==> src/rtl/uart_tx_arbiter.sv <==
// Round-robin arbiter sharing one uart_tx among NREQ requesters and sequencing its wr handshake.
// Optional wait-state watchdog with sticky err flag: define UART_TX_ARB_TIMEOUT_EN.
module uart_tx_arbiter #(
    parameter int unsigned NREQ    = 4,
    parameter int unsigned DW      = 9,
    parameter int unsigned TIMEOUT = 255
) (
    input  logic               clk,
    input  logic               rst,
    input  logic               txen,
    input  logic [NREQ-1:0]    req,
    input  logic [NREQ*DW-1:0] req_data,
    output logic [NREQ-1:0]    ack,
    output logic [2:0]         gnt_id,
    output logic               busy,
    output logic [DW-1:0]      tx_data,
    output logic               tx_wr,
    input  logic               tx_buffempty,
    output logic               err,
    input  logic               err_clr
);

    localparam int unsigned IW = (NREQ > 1) ? $clog2(NREQ) : 1;

    typedef enum logic [2:0] {
        IDLE      = 3'd0,
        SETUP     = 3'd1,
        STROBE    = 3'd2,
        RELEASE   = 3'd3,
        WAIT_ACC  = 3'd4,
        WAIT_DONE = 3'd5
    } state_t;

    state_t          state;
    state_t          state_next;

    logic            be_q;
    logic [IW-1:0]   rr;
    logic [IW-1:0]   gnt;
    logic [IW-1:0]   win;
    logic            win_vld;
    logic [DW-1:0]   win_data;
    logic            timeout_hit;
    logic            grant_c;
    logic            done_c;
    logic            timeout_c;
    logic [NREQ-1:0] ack_d;
    logic            tx_wr_d;
    logic            busy_d;

    // Round-robin pick: first asserted request scanning upward from rr+1.
    always_comb begin
        win     = '0;
        win_vld = 1'b0;
        for (int unsigned k = 1; k <= NREQ; k++) begin
            if (!win_vld && req[IW'((32'(rr) + k) % NREQ)]) begin
                win     = IW'((32'(rr) + k) % NREQ);
                win_vld = 1'b1;
            end
        end
    end

    always_comb begin
        win_data = '0;
        for (int unsigned i = 0; i < NREQ; i++) begin
            if (win == IW'(i)) begin
                win_data = req_data[i*DW +: DW];
            end
        end
    end

    always_ff @(posedge clk) begin
        if (!rst) begin
            state <= IDLE;
        end else begin
            state <= state_next;
        end
    end

    // Arbitration is held off while ack is high so the acked requester can withdraw first.
    always_comb begin
        state_next = state;
        if (!txen) begin
            state_next = IDLE;
        end else begin
            case (state)
                IDLE:      if (be_q && win_vld && ~|ack) state_next = SETUP;
                SETUP:     state_next = STROBE;
                STROBE:    state_next = RELEASE;
                RELEASE:   state_next = WAIT_ACC;
                WAIT_ACC: begin
                    if (!be_q) begin
                        state_next = WAIT_DONE;
                    end else if (timeout_hit) begin
                        state_next = IDLE;
                    end
                end
                WAIT_DONE: if (be_q || timeout_hit) state_next = IDLE;
                default:   state_next = IDLE;
            endcase
        end
    end

    always_comb begin
        grant_c   = (state == IDLE) && (state_next == SETUP);
        done_c    = txen && (state == WAIT_DONE) && be_q;
        timeout_c = txen && timeout_hit &&
                    (((state == WAIT_ACC) && be_q) || ((state == WAIT_DONE) && !be_q));
        ack_d     = '0;
        if (done_c) begin
            ack_d[gnt] = 1'b1;
        end
        tx_wr_d   = (state_next == STROBE);
        busy_d    = (state_next != IDLE);
    end

    always_ff @(posedge clk) begin
        if (!rst) begin
            be_q    <= 1'b0;
            rr      <= IW'(NREQ - 1);
            gnt     <= '0;
            tx_data <= '0;
            ack     <= '0;
            tx_wr   <= 1'b0;
            busy    <= 1'b0;
        end else begin
            be_q  <= tx_buffempty;
            ack   <= ack_d;
            tx_wr <= tx_wr_d;
            busy  <= busy_d;
            if (grant_c) begin
                tx_data <= win_data;
                gnt     <= win;
            end
            if (done_c || timeout_c) begin
                rr <= gnt;
            end
        end
    end

    assign gnt_id = 3'(gnt);

`ifdef UART_TX_ARB_TIMEOUT_EN
    localparam int unsigned CW = ($clog2(TIMEOUT + 1) > 8) ? $clog2(TIMEOUT + 1) : 8;

    logic [CW-1:0] wait_cnt;

    // Counts cycles spent in the current wait state; restarts on every state change.
    always_ff @(posedge clk) begin
        if (!rst) begin
            wait_cnt <= '0;
        end else if (state_next != state) begin
            wait_cnt <= '0;
        end else if ((state == WAIT_ACC) || (state == WAIT_DONE)) begin
            wait_cnt <= wait_cnt + CW'(1);
        end
    end

    assign timeout_hit = ((state == WAIT_ACC) || (state == WAIT_DONE)) &&
                         (wait_cnt == CW'(TIMEOUT - 1));

    always_ff @(posedge clk) begin
        if (!rst) begin
            err <= 1'b0;
        end else if (timeout_c) begin
            err <= 1'b1;
        end else if (err_clr) begin
            err <= 1'b0;
        end
    end
`else
    logic unused_cfg;

    assign unused_cfg  = err_clr ^ (TIMEOUT == 0);
    assign timeout_hit = 1'b0;
    assign err         = 1'b0;
`endif

endmodule
==> config.mk <==
export PLATFORM = sky130hd
export DESIGN_NAME = uart_tx_arbiter
export DESIGN_NICKNAME = d
export VERILOG_FILES = /design/src/rtl/uart_tx_arbiter.sv
export SDC_FILE = /design/constraint.sdc
export NUM_CORES = 1
export LEC_CHECK = 0
export BUFFER_PORTS_ARGS = -buffer_cell sky130_fd_sc_hd__buf_2
export CAP_MARGIN = 0
export CORE_MARGIN = 2
export CORE_UTILIZATION = 44
export DETAILED_ROUTE_END_ITERATION = 6
export PLACE_DENSITY_LB_ADDON = 0.1
export SLEW_MARGIN = 40
export SYNTH_ARGS = -nofsm -noshare
export SYNTH_HDL_FRONTEND = slang
export SYNTH_SLANG_ARGS = --single-unit
==> constraint.sdc <==
create_clock -name clk -period 2 [get_ports clk]
set_clock_uncertainty 0.05 [all_clocks]
set_input_delay 0.3 -clock clk [delete_from_list [all_inputs] [get_ports clk]]
set_output_delay 0.3 -clock clk [all_outputs]
set_load 0.05 [all_outputs]
==> results of run 1 <==
cells in the mapped netlist:
library cell	n
sky130_fd_sc_hd__mux2i_1	30
sky130_fd_sc_hd__dfxtp_1	23
sky130_fd_sc_hd__a22o_1	9
sky130_fd_sc_hd__nand2_1	9
sky130_fd_sc_hd__nor2_1	5
sky130_fd_sc_hd__buf_4	4
sky130_fd_sc_hd__nand2b_1	4
sky130_fd_sc_hd__clkbuf_1	3
sky130_fd_sc_hd__nor3_1	3
sky130_fd_sc_hd__nor3b_1	3
sky130_fd_sc_hd__a211oi_1	2
sky130_fd_sc_hd__a21oi_1	2
sky130_fd_sc_hd__and2_1	2
sky130_fd_sc_hd__buf_2	2
sky130_fd_sc_hd__nor2b_1	2
sky130_fd_sc_hd__nor4_1	2
sky130_fd_sc_hd__o21a_1	2
sky130_fd_sc_hd__a31oi_1	1
sky130_fd_sc_hd__and2_4	1
sky130_fd_sc_hd__and4_1	1
sky130_fd_sc_hd__and4bb_4	1
sky130_fd_sc_hd__buf_6	1
sky130_fd_sc_hd__conb_1	1
sky130_fd_sc_hd__inv_1	1
sky130_fd_sc_hd__nand3_1	1
sky130_fd_sc_hd__nand3b_1	1
sky130_fd_sc_hd__o211a_1	1
sky130_fd_sc_hd__o21ai_1	1
sky130_fd_sc_hd__o22a_1	1
sky130_fd_sc_hd__o22ai_1	1
sky130_fd_sc_hd__o31ai_1	1
sky130_fd_sc_hd__or4_4	1
sky130_fd_sc_hd__xnor2_1	1
layout by cell type, fill, tap and decap left out, drive strengths merged, types with 2 or more instances in the layout:
cell and instances:
nand2b 4, a211oi 2, dfxtp 23, a22o 9, nand2 9, and2 3, nor3b 3, nor3 3
nor2 5, o21a 2, mux2i 30, a21oi 2, nor2b 2, conb 2, buf 63, clkbuf 4
nor4 2
sequential cells by signal, indices dropped and copies added (netlist names):
signal   flops
ack          4
be_q         1
busy         1
gnt          2
rr           2
state        3
tx_data      9
tx_wr        1
kinds of logic after synthesis:
kind of cell    after synthesis  share of synthesized area [%]
compound gates               21                           13.4
flops                        23                           38.0
xor+xnor                      1                          0.723
mux                          30                           24.8
other cells                   1                          0.309
buf+inv                      11                           5.47
simple gates                 36                           17.3
layer usage:
metal | vias up | global-route usage (%)
met5 | - | 0
met4 | 0 | 8.50
met3 | 7 | 4.38
met2 | 42 | 29.9
met1 | 508 | 19.5
li1 | 561 | -
how the worst min path moves through the flow:
stage	cells past startpoint	from	slack, ns	end
CTS	2	tx_buffempty	0.14	be_q
global placement	1	tx_data[3]	0.40	tx_data[3]
floorplan	1	tx_buffempty	0.38	be_q
finish	2	tx_buffempty	0.14	be_q
global route	2	tx_buffempty	0.15	be_q
detailed placement	1	tx_data[3]	0.40	tx_data[3]
final cells by class:
type | count | area share (%)
tap | 31 | 2.47
inverter | 1 | 0.239
timing repair buffer | 63 | 21.3
multi-input combinational | 90 | 45.0
clock buffer | 4 | 1.67
sequential | 23 | 29.3
stage by stage:
step	setup WS (ns)	hold WS (ns)
CTS	0.247	0.137
floorplan	0.149	0.377
global placement	0.156	0.404
detailed placement	0.141	0.403
global route	0.162	0.148
finish	0.262	0.142
report_power, final:
group / switching (W) / internal, W
logic: 0.000115 / 0.0000948
registers: 0.00000891 / 0.000470
clock network: 0.000131 / 0.0000779
total: 0.000255 / 0.000643
worst register-to-register path, delay by kind of cell (launching register included):
| family | cells | cell delay, ns |
|---|---|---|
| compound gates | 1 | 0.24 |
| flops | 1 | 0.33 |
| buf+inv | 1 | 0.16 |
| simple gates | 4 | 0.87 |
==> impl_summary.txt, run 1 <==
----------------------------------------------------
[Logic synthesis]
  Cell area after synthesis ... 1210 um^2
  Post-synth cell types ... 33
  Synthesis Warnings ... 0
  Top-area cell type share of the netlist area ... 38.0%
  Avg Synthesized Cell Area ... 9.86 um^2
  Gate Count Post-Synth ... 123
  Cell taking the most area after synthesis ... sky130_fd_sc_hd__dfxtp_1
  Largest cells by area after synthesis ... sky130_fd_sc_hd__dfxtp_1 38%, sky130_fd_sc_hd__mux2i_1 25%, sky130_fd_sc_hd__a22o_1 6.5%, sky130_fd_sc_hd__nand2_1 2.8%, sky130_fd_sc_hd__buf_4 2.5%
  Share of synthesized area occupied by flip-flops and latches ... 38.0%
  Post-synthesis register bit count ... 23

[Placement]
  Cell area reported after detailed placement ... 1550 um^2
  Final HPWL DP ... 2.00 mm
  Final estimated routing congestion in global placement ... 0.824
  Count of buffers from port buffering ... 60
  Placed Instances ... 208

[Layout]
  Layout Cell Area excl Fill ... 1570 um^2
  Number of standard cells in the final layout excluding fillers ... 212
  Proportion of layout cells with a drive suffix above 1 ... 39.2%
  Area Overhead vs Synth ... 29.6%
  Area of all sequential standard cells ... 460 um^2
  Layout Utilization ... 58.5%
  Multi-input gate area ... 707 um^2
  Diode count ... 0
  Layout Nets ... 227
  Number of fillers in the final layout ... 253

[STA]
  Maximum clock frequency ... 576 MHz
  Clock period minus worst slack ... 1.74 ns
  Setup TNS Final ... 0 ns
  Period utilization ... 86.9%
  Setup-failing EPs final ... 0
  Final number of hold-violating endpoints ... 0
  Setup repair after global routing missed its margin ... no
  Number of slew-limit violations in the final report ... 0

[Run status]
  Result of the run ... finished clean

[CTS]
  Num CTS Buffers ... 3
  Clock tree from TritonCTS ... built
  Clock transition at path regs ... 0.12 ns
  Max H-tree Level ... 1
  Number of sinks handled by clock tree synthesis ... 23
  Post-CTS Hold Buffers ... 0
  Cts repair resizes ... 0
  Clock network latency to the later pin of the worst-skew pair ... 0.31 ns
  Clock root cell ... sky130_fd_sc_hd__clkbuf_4
  Maximum number of buffers from clock root to sink ... 2
  Post-CTS Setup Inserts ... 0

[Floorplan]
  Die width ... 56.5 um
  Floorplan die area ... 3190 um^2
  Effective utilization at floorplan ... 45.1%
  Chip Height ... 56.5 um
  Core Area ... 2690 um^2
  Count of standard-cell rows ... 19
  Num ports ... 64

[Routing]
  Met2 Routed Length ... 1.24 mm
  Final wirelength ... 2.59 mm
  Number of antenna-violating nets in the routed design ... 0
  Detailed-route wire length on metal 1 ... 1.12 mm
  Number of optimization iterations in the first detailed-route pass ... 4
  Routed wire per std cell ... 12.2 um
  Number of design-rule violations left by the first detailed-router iteration ... 14
  Total vias in the final route ... 1118
  Average vias per placed instance ... 5.27
  Total met3 wirelength after detailed routing ... 164 um
  Drc violations ... 0
  Uppermost layer routed ... met4

[Critical path]
  Biggest fanout along the worst timing path ... 9
  Critical register-to-register path endpoint ... tx_data[6]
  Path length in cells of the critical path ... 6
  R2R Path Start ... ack[1]
  Peak per-stage delay on the critical path ... 0.35 ns
  Worst setup path startpoint ... ack[1]
  Series of cell instances along the critical path ... nor4_1, nand3_1, and4bb_4, nor2b_1, buf_4, a22o_1
  Worst reg-to-reg path cell count ... 6
  CP delay by family, top ... simple AND/OR/NAND/NOR gates
  Required time at the endpoint of the critical path ... 2.16 ns
  Destination of the critical timing path ... tx_data[6]
  Worst reg2reg setup slack ... 0.26 ns
  Startpoint kind of the worst setup timing path ... flop
  Arrival @ worst endpoint ... 1.90 ns
  Type of element capturing the critical path ... flop
  Count of buffer and inverter cells on the critical path ... 1
  Critical path type ... reg -> reg
  Critical path's slowest cell ... sky130_fd_sc_hd__nor4_1

[Global route]
  Number of global-route vias before repair ... 1063
  Aggregate global-route resource usage ... 17.3%
  Grt ovf ... 0
  First-pass GRT wire length ... 4.34 mm
  Antenna violations before repair ... 0
  Maximum number of pins on one net before global-route repair ... 20

[Pwr]
  Final Power ... 0.000897 W
  Power per unit of standard cell area ... 571 nW/um^2
  Leakage power summed over all cells ... 0.748 nW
  Largest voltage drop on the vdd net ... 0.363 mV

[Job]
  Max capacitance violation total ... 0

[Worst hold path]
  Tightest Hold Check Type ... in -> reg

----------------------------------------------------
No activity file was read; power rests on OpenSTA's default activity.
==> inputs of run 2 (changes only) <==
--- a/config.mk
+++ b/config.mk
@@ -5,12 +5,13 @@
 export SDC_FILE = /design/constraint.sdc
 export NUM_CORES = 1
 export LEC_CHECK = 0
+export ABC_AREA = 1
 export BUFFER_PORTS_ARGS = -buffer_cell sky130_fd_sc_hd__buf_2
 export CAP_MARGIN = 0
 export CORE_MARGIN = 2
-export CORE_UTILIZATION = 44
+export CORE_UTILIZATION = 47
 export DETAILED_ROUTE_END_ITERATION = 6
-export PLACE_DENSITY_LB_ADDON = 0.1
+export PLACE_DENSITY_LB_ADDON = 0.05
 export SLEW_MARGIN = 40
 export SYNTH_ARGS = -nofsm -noshare
 export SYNTH_HDL_FRONTEND = slang
==> run 2 against run 1 <==
Via count rose by 53%. Critical path depth rose by 9. Highest routed layer unchanged. Final area rose by 40%. Non-clock buffer count rose by 15. Largest cell class unchanged. Wire length rose by 45%. Flip-flop and latch count did not move. Worst setup slack got worse by 0.21 ns. Sequential power barely moved. Area after synthesis rose by 22%. Sequential share of layout area fell by 8.1 points. Utilization rose by 14 points.
==> impl_summary.txt, run 2 <==
----------------------------------------------------
[Logic synthesis]
  Cell taking the most area after synthesis ... sky130_fd_sc_hd__dfxtp_1
  Simple-gate share of the synthesized area ... 47.6%
  Avg Synthesized Cell Area ... 6.39 um^2
  Number of flops mapped to enable cells by yosys ... 0
  Most frequently used cell type in the post-synthesis netlist ... sky130_fd_sc_hd__nand2_1
  Dominant register cell in the synthesized netlist ... sky130_fd_sc_hd__dfxtp_1
  Cell area after synthesis ... 1480 um^2
  Fraction of registers with async set/reset ... 0%
  Share of synthesized area occupied by flip-flops and latches ... 31.1%
  Portion of netlist area occupied by mux cells ... 0%
  Post-synthesis adder-cell area fraction ... 0%
  Gate Count Post-Synth ... 232
  Synthesis Warnings ... 0
  Post-synth cell types ... 27
  Top-area cell type share of the netlist area ... 31.1%
  Largest cells by area after synthesis ... sky130_fd_sc_hd__dfxtp_1 31%, sky130_fd_sc_hd__nand2_1 18%, sky130_fd_sc_hd__nand3_1 9.1%, sky130_fd_sc_hd__inv_1 6.8%, sky130_fd_sc_hd__a21oi_1 4.4%
  Dominant combinational cell family by area after synthesis ... simple AND/OR/NAND/NOR gates
  Complex-gate fraction of the synthesized area ... 7.26%
  Most instantiated cells after synthesis ... 73 x sky130_fd_sc_hd__nand2_1, 27 x sky130_fd_sc_hd__inv_1, 27 x sky130_fd_sc_hd__nand3_1, 23 x sky130_fd_sc_hd__dfxtp_1, 14 x sky130_fd_sc_hd__nor2_1
  Area share of xor/xnor cells in the synthesized design ... 0%
  Post-synthesis register bit count ... 23

[CTS]
  Num CTS Buffers ... 3
  Maximum number of buffers from clock root to sink ... 2
  Clock transition at path regs ... 0.13 ns
  Max H-tree Level ... 1
  Number of sinks handled by clock tree synthesis ... 23
  Clock network latency to the later pin of the worst-skew pair ... 0.30 ns
  Clock root cell ... sky130_fd_sc_hd__clkbuf_4
  Clock tree from TritonCTS ... built

[STA]
  Max transition margin ... 64.0%
  Setup-failing EPs final ... 0
  Clock period minus worst slack ... 1.95 ns
  Maximum clock frequency ... 513 MHz
  Setup repair after global routing missed its margin ... yes
  Period utilization ... 97.5%
  Pin slew with the least headroom to its limit ... 0.539 ns
  Final number of hold-violating endpoints ... 0
  Hold Slack ... 0.121 ns
  Number of slew-limit violations in the final report ... 0

[Routing]
  Number of optimization iterations in the first detailed-route pass ... 4
  Number of design-rule violations left by the first detailed-router iteration ... 75
  Routed wire per std cell ... 10.7 um
  Final wirelength ... 3.76 mm
  Total vias in the final route ... 1710
  Number of antenna-violating nets in the routed design ... 0
  Average vias per placed instance ... 4.86
  Drc violations ... 0

[Global route]
  Most utilized layer in the global route result ... met2
  Maximum number of pins on one net before global-route repair ... 17
  Grt ovf ... 0
  Antenna violations before repair ... 0
  Routing usage on met2 ... 32.3%
  Global routing usage on met1 ... 28.6%
  First-pass GRT wire length ... 5.71 mm
  Aggregate global-route resource usage ... 20.3%
  Met3 usage in global routing ... 4.33%
  Number of global-route vias before repair ... 1367

[Run status]
  Result of the run ... finished clean

[Worst hold path]
  Min-Delay Path Depth ... 3
  Source of the worst hold timing path ... tx_buffempty
  Worst Hold Endpoint ... be_q
  Tightest Hold Check Type ... in -> reg

[Layout]
  Largest Register ... tx_data
  Diode count ... 0
  Layout Cell Area excl Fill ... 2190 um^2
  Area Overhead vs Synth ... 48.1%
  Leading cell types in the layout, fill and taps excluded ... 60 x sky130_fd_sc_hd__buf_2, 55 x sky130_fd_sc_hd__nand2_1, 26 x sky130_fd_sc_hd__inv_1
  Flip-flop count of the largest register after layout ... 9
  Layout Nets ... 354
  Proportion of layout cells with a drive suffix above 1 ... 43.8%
  Biggest regs ... tx_data x9, ack x4, state x3
  Most common cell after layout, fill and taps aside ... sky130_fd_sc_hd__buf_2
  Number of standard cells in the final layout excluding fillers ... 352
  Number of fillers in the final layout ... 250

[Floorplan]
  Chip Height ... 60.1 um
  Effective utilization at floorplan ... 48.9%
  Num ports ... 64
  Core Area ... 3030 um^2
  Count of standard-cell rows ... 20
  Die width ... 60.1 um
  Floorplan die area ... 3620 um^2

[Critical path]
  Biggest fanout along the worst timing path ... 9
  R2R Path Start ... rr[0]
  Series of cell instances along the critical path ... buf_12, clkinv_8, nand2_4, nand2_4, nand2_4, nand2_4, inv_2, nand2_2, nand2_2, nand3_4, buf_12, nand3_1, nand4_1, nand2_1, a21oi_1
  Most frequent cell on the critical path ... sky130_fd_sc_hd__nand2_4
  Critical path's slowest cell ... sky130_fd_sc_hd__dfxtp_4
  Worst reg2reg setup slack ... 0.05 ns
  CP delay by family, top ... simple AND/OR/NAND/NOR gates
  Critical register-to-register path endpoint ... tx_data[4]
  Type of element capturing the critical path ... flop
  Peak per-stage delay on the critical path ... 0.39 ns
  Worst reg-to-reg path cell count ... 15
  Required time at the endpoint of the critical path ... 2.14 ns
  Startpoint kind of the worst setup timing path ... flop
  Arrival @ worst endpoint ... 2.09 ns
  Count of buffer and inverter cells on the critical path ... 4
  Critical path type ... reg -> reg

[Placement]
  Count of buffers from port buffering ... 60
  Final estimated routing congestion in global placement ... 0.769
  Cell area reported after detailed placement ... 1890 um^2
  Placed Instances ... 339
  Final HPWL DP ... 2.68 mm

[Pwr]
  Power per unit of standard cell area ... 459 nW/um^2
  Leakage power summed over all cells ... 1.16 nW
  Largest voltage drop on the vdd net ... 0.424 mV

[Job]
  Max capacitance violation total ... 0

----------------------------------------------------
-- run 2: cell types whose count changed in the layout (fill, tap and decap cells not counted), sizes merged, moves of 4 or more --
cell | before | now
nand2b | 4 | 0
nand3 | 1 | 31
nand2 | 9 | 83
mux2i | 30 | 0
buf | 63 | 77
nand4 | 0 | 9
nor2 | 5 | 17
a21oi | 2 | 14
a22o | 9 | 0
inv | 1 | 32
-- run 2: worst max-delay path by stage --
stage,startpoint,endpoint,depth (start not counted)
after floorplan,rr[1],tx_data[3],14
after global placement,rr[0],tx_data[2],15
after detailed placement,rr[0],tx_data[2],14
after CTS,rr[0],tx_data[2],14
after global routing,rr[0],tx_data[8],15
final,rr[0],tx_data[4],15
-- run 2: logic make-up after synthesis --
| group | Yosys count |
|---|---|
| flip-flops | 23 |
| AND/OR/NAND/NOR | 146 |
| buffers and inverters | 42 |
| AO/OA/AOI/OAI | 20 |
| other | 1 |
-- run 2: per-layer routing --
layer  vias to the layer above  share of wire, %
li1                        900                 -
met1                       740                46
met2                        68                47
met3                         2               6.4
met4                         0              0.27
met5                         -                 0
-- run 2: what timing repair did --
action	in CTS	in global routing
resized for setup	0	56
buffers inserted	0	7
hold buffers	0	0
hold endpoints to repair	0	0
endpoints found under the setup margin	0	10
-- run 2: report_power, final --
group | switching [W] | total (W) | internal [W]
clock | 0.000139 | 0.000214 | 0.0000746
combinational | 0.000190 | 0.000313 | 0.000124
sequential | 0.0000101 | 0.000481 | 0.000470
-- run 2: stage by stage --
stage                     TNS (ns)  setup WS [ns]  power, W  utilization, %
after floorplan                  0          0.322  0.000664               -
after global placement           0         0.0957  0.000758            62.5
after detailed placement         0         0.0703  0.000760            62.5
after CTS                        0         0.0287  0.000970            63.4
after global routing        -0.462        -0.0775   0.00107            72.4
final                            0         0.0509   0.00101            72.4
-- run 2: layout make-up --
class / instances / area [um^2] / share of cell area [%]
sequential: 23 / 465 / 21.2
timing repair buffer: 78 / 518 / 23.6
clock buffer: 3 / 22.5 / 1.03
multi-input combinational: 169 / 972 / 44.3
tap: 44 / 55.1 / 2.51
inverter: 34 / 155 / 7.07
clock inverter: 1 / 5.00 / 0.228
-- run 2: tightest hold or removal path, stage by stage --
cell,delay [ns]
sky130_fd_sc_hd__buf_2,0.08
sky130_fd_sc_hd__nand2_1,0.04
sky130_fd_sc_hd__inv_1,0.04
